### src/rtl/fir_pkg.sv
// Shared defaults and sequencer state encoding for the FIR stream controller.
package fir_pkg;

  localparam int unsigned N1Default = 8;
  localparam int unsigned N2Default = 16;
  localparam int unsigned N3Default = 32;

  typedef enum logic [1:0] {
    StClear = 2'd0,
    StRun   = 2'd1,
    StFlush = 2'd2,
    StDrain = 2'd3
  } state_e;

endpackage

### src/rtl/fir_stream_ctrl_if.sv
// Sample input stream and result output stream of the FIR stream controller.
interface fir_stream_ctrl_if
  import fir_pkg::*;
#(
  parameter int unsigned N2 = N2Default,
  parameter int unsigned N3 = N3Default
);
  logic          s_valid;
  logic          s_ready;
  logic [N2-1:0] s_data;
  logic          s_last;
  logic          m_valid;
  logic          m_ready;
  logic [N3-1:0] m_data;
  logic          m_warm;

  modport master (
    output s_valid, s_data, s_last, m_ready,
    input  s_ready, m_valid, m_data, m_warm
  );

  modport slave (
    input  s_valid, s_data, s_last, m_ready,
    output s_ready, m_valid, m_data, m_warm
  );
endinterface

### src/rtl/fir_out_fifo.sv
// Two-entry result FIFO; push and pop may coincide at any occupancy.
module fir_out_fifo #(
  parameter int unsigned Width = 33
) (
  input  logic             CLK,
  input  logic             RST,
  input  logic             clr,
  input  logic             push,
  input  logic [Width-1:0] push_data,
  input  logic             pop,
  output logic [Width-1:0] pop_data,
  output logic [1:0]       count,
  output logic             empty,
  output logic             full
);
  logic [Width-1:0] mem_q [2];
  logic             rd_ptr_q;
  logic             wr_ptr_q;
  logic [1:0]       count_q;
  logic             do_pop;

  assign empty    = (count_q == 2'd0);
  assign full     = (count_q == 2'd2);
  assign count    = count_q;
  assign do_pop   = pop && !empty;
  assign pop_data = mem_q[rd_ptr_q];

  always_ff @(posedge CLK or negedge RST) begin
    if (!RST) begin
      mem_q[0] <= '0;
      mem_q[1] <= '0;
      rd_ptr_q <= 1'b0;
      wr_ptr_q <= 1'b0;
      count_q  <= 2'd0;
    end else if (clr) begin
      rd_ptr_q <= 1'b0;
      wr_ptr_q <= 1'b0;
      count_q  <= 2'd0;
    end else begin
      if (push) begin
        mem_q[wr_ptr_q] <= push_data;
        wr_ptr_q        <= ~wr_ptr_q;
      end
      if (do_pop) begin
        rd_ptr_q <= ~rd_ptr_q;
      end
      count_q <= count_q + 2'(push) - 2'(do_pop);
    end
  end
endmodule

### src/rtl/fir_stream_ctrl.sv
// Stream front-end and sequencer for the 8-tap FIR: strobes samples into the filter, captures
// results into a 2-deep FIFO and sequences flush / filter clear between sample blocks.
module fir_stream_ctrl
  import fir_pkg::*;
#(
  parameter int unsigned N1 = N1Default,
  parameter int unsigned N2 = N2Default,
  parameter int unsigned N3 = N3Default
) (
  input  logic             CLK,
  input  logic             RST,
  fir_stream_ctrl_if.slave bus,
  input  logic             clear_req,
  output logic             fir_enable,
  output logic             fir_rst,
  output logic [N2-1:0]    fir_data,
  input  logic [N3-1:0]    fir_result,
  output logic             busy
);
  localparam int unsigned      ZcW      = $clog2(N1);
  localparam int unsigned      FillW    = $clog2(N1 + 1);
  localparam logic [ZcW-1:0]   ZcLast   = ZcW'(N1 - 2);
  localparam logic [FillW-1:0] FillFull = FillW'(N1);

  state_e           state_q;
  logic             fir_rst_q;
  logic             inflight_q;
  logic             warm_q;
  logic [ZcW-1:0]   zcnt_q;
  logic [FillW-1:0] fill_q;
  logic [FillW-1:0] fill_next;

  logic [1:0]  fifo_count;
  logic        fifo_empty;
  logic        fifo_full;
  logic [N3:0] fifo_rdata;
  logic [2:0]  occ;
  logic        space_ok;
  logic        s_ready;
  logic        pop;

  // A result still in the filter pipeline reserves a FIFO slot just like a stored one.
  assign occ       = {1'b0, fifo_count} + {2'b00, inflight_q};
  assign space_ok  = (occ < 3'd2);
  assign fill_next = (fill_q == FillFull) ? fill_q : fill_q + 1'b1;
  assign pop       = !fifo_empty && bus.m_ready;

  assign bus.s_ready = s_ready;
  assign bus.m_valid = !fifo_empty;
  assign bus.m_data  = fifo_rdata[N3-1:0];
  assign bus.m_warm  = fifo_rdata[N3];
  assign fir_rst     = fir_rst_q;
  assign busy        = (state_q != StRun) || !fifo_empty || inflight_q;

  always_comb begin
    s_ready    = 1'b0;
    fir_enable = 1'b0;
    fir_data   = '0;
    unique case (state_q)
      StRun: begin
        s_ready    = space_ok && !clear_req;
        fir_enable = bus.s_valid && s_ready;
        fir_data   = bus.s_data;
      end
      StFlush: fir_enable = space_ok && !clear_req;
      default: ;
    endcase
  end

  always_ff @(posedge CLK or negedge RST) begin
    if (!RST) begin
      state_q    <= StClear;
      fir_rst_q  <= 1'b0;
      inflight_q <= 1'b0;
      warm_q     <= 1'b0;
      zcnt_q     <= '0;
      fill_q     <= '0;
    end else begin
      inflight_q <= fir_enable;
      warm_q     <= (fill_next == FillFull);
      fir_rst_q  <= 1'b0;
      if (fir_enable) begin
        fill_q <= fill_next;
      end
      if (clear_req) begin
        state_q   <= StClear;
        fir_rst_q <= 1'b1;
        zcnt_q    <= '0;
        fill_q    <= '0;
      end else begin
        unique case (state_q)
          // Coming out of reset the filter pulse has not happened yet, so issue it first.
          StClear: begin
            fill_q <= '0;
            if (fir_rst_q) state_q <= StRun;
            else           fir_rst_q <= 1'b1;
          end
          StRun: begin
            if (fir_enable && bus.s_last) begin
              state_q <= StFlush;
              zcnt_q  <= '0;
            end
          end
          StFlush: begin
            if (fir_enable) begin
              if (zcnt_q == ZcLast) state_q <= StDrain;
              else                  zcnt_q  <= zcnt_q + 1'b1;
            end
          end
          StDrain: begin
            if (fifo_empty && !inflight_q) begin
              state_q   <= StClear;
              fir_rst_q <= 1'b1;
            end
          end
          default: ;
        endcase
      end
    end
  end

  fir_out_fifo #(
    .Width (N3 + 1)
  ) u_fifo (
    .CLK       (CLK),
    .RST       (RST),
    .clr       (clear_req),
    .push      (inflight_q),
    .push_data ({warm_q, fir_result}),
    .pop       (pop),
    .pop_data  (fifo_rdata),
    .count     (fifo_count),
    .empty     (fifo_empty),
    .full      (fifo_full)
  );

  assert property (@(posedge CLK) disable iff (!RST) !(inflight_q && fifo_full && !pop));
endmodule

### src/flat_wrapper.sv
// flat-port wrapper written by rule: the top's interface ports become plain ports
module fir_stream_ctrl_flat import fir_pkg::*;
#(
  parameter int unsigned N1 = N1Default,
  parameter int unsigned N2 = N2Default,
  parameter int unsigned N3 = N3Default
)
  (CLK, RST, clear_req, fir_enable, fir_rst, fir_data, fir_result, busy, bus_s_valid, bus_s_data, bus_s_last, bus_m_ready, bus_s_ready, bus_m_valid, bus_m_data, bus_m_warm);
  fir_stream_ctrl_if #(.N2(N2), .N3(N3)) bus_i ();
  input  logic CLK;
  input  logic RST;
  input  logic clear_req;
  output logic fir_enable;
  output logic fir_rst;
  output logic [N2-1:0] fir_data;
  input  logic [N3-1:0] fir_result;
  output logic busy;
  input wire logic [$bits(bus_i.s_valid)-1:0] bus_s_valid;
  input wire logic [$bits(bus_i.s_data)-1:0] bus_s_data;
  input wire logic [$bits(bus_i.s_last)-1:0] bus_s_last;
  input wire logic [$bits(bus_i.m_ready)-1:0] bus_m_ready;
  output wire logic [$bits(bus_i.s_ready)-1:0] bus_s_ready;
  output wire logic [$bits(bus_i.m_valid)-1:0] bus_m_valid;
  output wire logic [$bits(bus_i.m_data)-1:0] bus_m_data;
  output wire logic [$bits(bus_i.m_warm)-1:0] bus_m_warm;
  assign bus_i.s_valid = bus_s_valid;
  assign bus_i.s_data = bus_s_data;
  assign bus_i.s_last = bus_s_last;
  assign bus_i.m_ready = bus_m_ready;
  assign bus_s_ready = bus_i.s_ready;
  assign bus_m_valid = bus_i.m_valid;
  assign bus_m_data = bus_i.m_data;
  assign bus_m_warm = bus_i.m_warm;
  fir_stream_ctrl #(.N1(N1), .N2(N2), .N3(N3)) u_core (.CLK(CLK), .RST(RST), .bus(bus_i), .clear_req(clear_req), .fir_enable(fir_enable), .fir_rst(fir_rst), .fir_data(fir_data), .fir_result(fir_result), .busy(busy));
endmodule
### config.mk
export PLATFORM = sky130hd
export DESIGN_NAME = fir_stream_ctrl_flat
export DESIGN_NICKNAME = d
export VERILOG_FILES = /design/src/rtl/fir_pkg.sv /design/src/rtl/fir_stream_ctrl_if.sv /design/src/rtl/fir_out_fifo.sv /design/src/rtl/fir_stream_ctrl.sv /design/src/flat_wrapper.sv
export SDC_FILE = /design/constraint.sdc
export NUM_CORES = 1
export LEC_CHECK = 0
export CAP_MARGIN = 10
export CORE_MARGIN = 4
export CORE_UTILIZATION = 48
export DETAILED_ROUTE_END_ITERATION = 7
export PLACE_DENSITY = 0.75
export SLEW_MARGIN = 0
export SYNTH_ARGS = -nofsm -noshare
export SYNTH_HDL_FRONTEND = slang
export SYNTH_SLANG_ARGS = --single-unit
### constraint.sdc
create_clock -name CLK -period 3.2 [get_ports CLK]
set_input_delay 0.8 -clock CLK [delete_from_list [all_inputs] [get_ports CLK]]
set_output_delay 0.8 -clock CLK [all_outputs]
set_load 0.1 [all_outputs]
Word-level counts from Yosys, hierarchy flattened. Index checks and enable logic that the tools add are counted.

Flip-flop bits (word level): 82. Input bits: 54. Output and inout port bits: 54. Word-level logic and storage cells: 93.

$add $sub $neg: 5. $lt $le $gt $ge: 4. Equal/unequal tests: 13. Mux-type cells: 34. Bitwise gates (word level): 5. Reductions and logical operators: 21.

Operator list (count): 2-to-1 mux 33 bit (4); bitwise mux 66 bit (1); demux 33 bit (select 1 bit) (1); 2-to-1 mux 16 bit (1); 2-to-1 mux 4 bit (4); inequality test 3 x 2 -> 1 bit, second input constant (5); 2-to-1 mux 2 bit (7); 2-to-1 mux 3 bit (4); equality test 4 bit, second input constant (2); 2-to-1 mux 1 bit (8); case mux 2 bit (4 select lines) (1); logical AND 1 bit (7); case mux 3 bit (2 select lines) (1); nonzero test 3 bit (2); AND reduction 5 bit (1); adder 4 x 1 -> 4 bit, second input constant (1); equality test 2 bit, second input constant (2); >= comparator 2 bit, second input constant (2); logical NOT 2 bit (2); NOT 1 -> 2 bit (2); case mux 1 bit (2 select lines) (2); AND reduction 4 bit (1); nonzero test 2 bit (2); adder 2 x 1 -> 3 bit (1); 13 further kinds (18).

Depth between registers and ports, before layout.
Depth in word-level cells: 9. Depth in mapped cells: 7. Depth with buffers taken out: 7.

By module. A second synthesis with hierarchy kept.

Cells, all modules: 305. Area total of the unflattened synthesis: 4046.4 um2.

By module, submodules not included: fir_out_fifo (instances 1, cells an instance 196, area an instance 3098.0 um2, seq. area each 1751.7 um2); fir_stream_ctrl (instances 1, cells an instance 109, area an instance 948.4 um2, seq. area each 300.3 um2).

Worst setup path before layout. Ideal clock, no wire load.

Path type: input port to output port. Start point: input clear_req. End point: output fir_enable. Data arrival time: 2129 ps. Data required time: 2400 ps. Setup slack: 271 ps. Cell stages on the path: 3. Path buffers: 1. Cells stage by stage: buf_2 > a211oi_4 > and3_1.

Longest elaborated chain between the ends: 4.

Ends and longest elaborated chain: start, declared (RTL line flat_wrapper.sv:12) `input logic clear_req;`; logical NOT 1 bit * (RTL line fir_stream_ctrl.sv:61, fir_stream_ctrl.sv:65); logical AND 1 bit * (RTL line fir_stream_ctrl.sv:61, fir_stream_ctrl.sv:65); logical AND 1 bit (RTL line fir_stream_ctrl.sv:62) `fir_enable = bus.s_valid && s_ready;`; case mux 1 bit (2 select lines) * (RTL line fir_stream_ctrl.sv:59) `unique case (state_q)`; end, declared (RTL line flat_wrapper.sv:13) `output logic fir_enable;`.

Mark *: on every way between the ends. The rest lies on a longest branch, timed or not.

Worst setup path after layout.
Start point: input bus_s_valid. End point: output fir_enable.

Longest elaborated chain between the ends: 2.

Ends and longest elaborated chain: start, declared (RTL line flat_wrapper.sv:18) `input wire logic [$bits(bus_i.s_valid)-1:0] bus_s_valid;`; logical AND 1 bit (RTL line fir_stream_ctrl.sv:62); case mux 1 bit (2 select lines) (RTL line fir_stream_ctrl.sv:59).

No other way between the ends.

==> run_results.csv <==
group,metric,value,unit
place,port_buffers,107,
timing,final_hold_viol_count,0,
critical_path,worstPathRequired,2400,ps
synth,synth_top_family_by_area,"multiplexers",
clock_network,cts_tree,"yes",
floorplan,ios,108,
global_routing,grt_usage,17.9,%
timing,worst_slew_pin_slew,991,ps
final_layout,layout_common_cells,"mux2_2, dfrtp_1, clkdlybuf4s50_1, buf_12, and2_1",
synth,synth_fp_nets,367,
place,place_ws,390,ps
global_routing,grt_pass1_wl,14.3,mm
clock_network,cts_resized,0,
final_layout,area_delta_synth_final,47.1,%
timing,clock.fmax,356,MHz
drt,routed_wl,8.31,mm
final_layout,finalNetCount,477,
critical_path,cp_cell_sequence,"clkdlybuf4s50_1 > a21o_1 > and3_1 > buf_12",
min_path,hp-start,"u_core.warm_q",
timing,slew_headroom,33.9,%
clock_network,clk_pin_slew,80,ps
drt,wl_per_cell,15.9,um
synth,synth_fa_ha_area_share,3.12,%
critical_path,cp_max_fo,6,
timing,fin_setup_tns,0,ps
clock_network,clockRootBuffer,"clkbuf_8",
drt,drc_errors,0,
place,dp_hpwl,6.10,mm
drt,vias_per_cell,5.24,
critical_path,startpoint_type,"input port",
synth,synth_cell_type_count,39,
critical_path,path_class,"in -> out",
synth,avgSynthCellArea,13.2,sq um
synth,synth_edf_count,0,
status,status,"complete, no violations",
synth,netlist_area,0.00401,sq mm
critical_path,critPathMaxStageDelay,500,ps
timing,layout_min_cycle_time,2810,ps
clock_network,clk_path_buf_depth,2,
job,cap_violations,0,
floorplan,fp.dieH,99.3,um
floorplan,rows,33,
global_routing,antenna_found_initial,0,
synth,synthMuxAreaShare,28.3,%
drt,dr.pass1.iters,4,
synth,ys_warn_count,0,
final_layout,n_fill_cell,583,
synth,syn-instance-count,303,
min_path,min_path_type,"reg -> reg",
clock_network,cts-htree-levels,3,
synth,synth_flop_cell,"dfrtp_1",
drt,vias,2743,
clock_network,clkSinkCount,82,
critical_path,cp_slowest_cell,"clkdlybuf4s50_1",
critical_path,rr_startpoint,"u_core.state_q[0]",
synth,synth-simple-area-share,8.06,%
timing,fin_ws,388,ps
clock_network,cts_setup_buffers,0,
clock_network,cts_hold_buf,0,
critical_path,arrival,2010,ps
timing,skew,7.49,ps
clock_network,worstSkewPairLatency,350,ps
final_layout,drive_gt1_share,44.5,%
floorplan,core_area,0.00818,sq mm
timing,finalCritPeriodShare,87.9,%
synth,synth_xor_area_share,1.53,%
global_routing,grt_pass1_vias,3013,
critical_path,cp-end-kind,"output port",
clock_network,cts_inserted_buffers,9,
critical_path,crit_path_start,"bus_s_valid",
synth,synth_compound_gate_area_share,4.75,%
synth,ys_seq_area_share,51.2,%
global_routing,grt_max_degree,83,
place,place_congestion,0.813,
timing,slew_viol_final,0,
timing,rsz0062_at_grt,"false",
floorplan,die_w,99.3,um
floorplan,dieArea,0.00987,sq mm
timing,setup_viol_count_final,0,
drt,drt_iter0_markers,64,
final_layout,insertedDiodeCount,0,
drt,drt.antenna.violating_nets,0,
final_layout,layout_commonest_cell,"mux2_2",
synth,synthArstFlopShare,100,%
floorplan,start_util,49.0,%
synth,synth_seq_cells,82,
global_routing,grt-ovfl-total,0,
-- cell families after synthesis --
kind of cell    Yosys count
fa+ha+maj                10
compound gates           24
flops                    82
simple gates             55
buf+inv                  24
mux                     101
xor+xnor                  7
-- registers in the layout, indices dropped and copies added (netlist names) --
| register | cells |
|---|---|
| u_core.u_fifo.wr_ptr_q | 1 |
| u_core.fir_rst | 1 |
| u_core.warm_q | 1 |
| u_core.state_q | 2 |
| u_core.u_fifo.mem_q | 66 |
| u_core.fill_q | 4 |
| u_core.inflight_q | 1 |
| u_core.zcnt_q | 3 |
| u_core.u_fifo.count | 2 |
| u_core.u_fifo.rd_ptr_q | 1 |
-- synthesized netlist by cell type, drive strengths merged (3+ instances only) --
| cell | n | area, sq um |
|---|---|---|
| a211oi | 3 | 45.0 |
| a21o | 3 | 22.5 |
| a21oi | 6 | 30.0 |
| a31oi | 3 | 18.8 |
| and2 | 18 | 113 |
| buf | 12 | 70.1 |
| clkbuf | 5 | 22.5 |
| dfrtp | 82 | 2050 |
| ha | 10 | 125 |
| inv | 7 | 26.3 |
| mux2 | 99 | 1110 |
| nand2 | 7 | 26.3 |
| nand4 | 4 | 25.0 |
| nand4b | 3 | 26.3 |
| nor2 | 7 | 26.3 |
| nor2b | 3 | 18.8 |
| nor3 | 7 | 40.0 |
| xnor2 | 5 | 43.8 |
-- final cells by class --
| class | count | area [sq um] | area share (%) |
|---|---|---|---|
| flip-flops and latches | 82 | 2050 | 34.8 |
| multi-input cells | 197 | 1840 | 31.2 |
| repair buffers | 116 | 1640 | 27.8 |
| well taps | 105 | 131 | 2.23 |
| clock buffers | 9 | 124 | 2.10 |
| clock inverters | 7 | 77.6 | 1.32 |
| inverters | 7 | 26.3 | 0.446 |
-- per-stage QoR --
| step | util [%] | instance area (sq um) | hold WS [ps] | cells |
|---|---|---|---|---|
| floorplan | - | 4010 | 474 | 303 |
| global placement | 69.6 | 5690 | 481 | 507 |
| detailed placement | 69.6 | 5690 | 491 | 507 |
| CTS | 72.1 | 5890 | 510 | 523 |
| global route | 72.1 | 5890 | 520 | 523 |
| finish | 72.1 | 5890 | 506 | 523 |
-- routing by layer --
metal  GRT usage, %  vias up  wire [um]
met5              0        -          0
met2           29.1       94       3940
met3           6.59        8        649
li1               -     1294          -
met1           23.0     1347       3650
met4           4.41        0         72
-- critical path, delay by kind of cell --
kind,cells,cell delay (ps)
AO/OA/AOI/OAI,1,210
AND/OR/NAND/NOR,1,300
buffers and inverters,2,710
-- final timing paths --
check                                          end  slack, ps  cells after the start
max reg2reg                       u_core.fill_q[1]       1380                      6
min reg2reg                u_core.u_fifo.mem_q[32]        510                      1
min                        u_core.u_fifo.mem_q[32]        510                      1
max                                     fir_enable        390                      4
max in group asynchronous  u_core.u_fifo.mem_q[59]       1960                      1
min in group asynchronous  u_core.u_fifo.mem_q[43]        610                      1
Power is left out: the tool's default activity adds up to more than one toggle a clock period on the data nets, which glitch-free logic cannot reach.
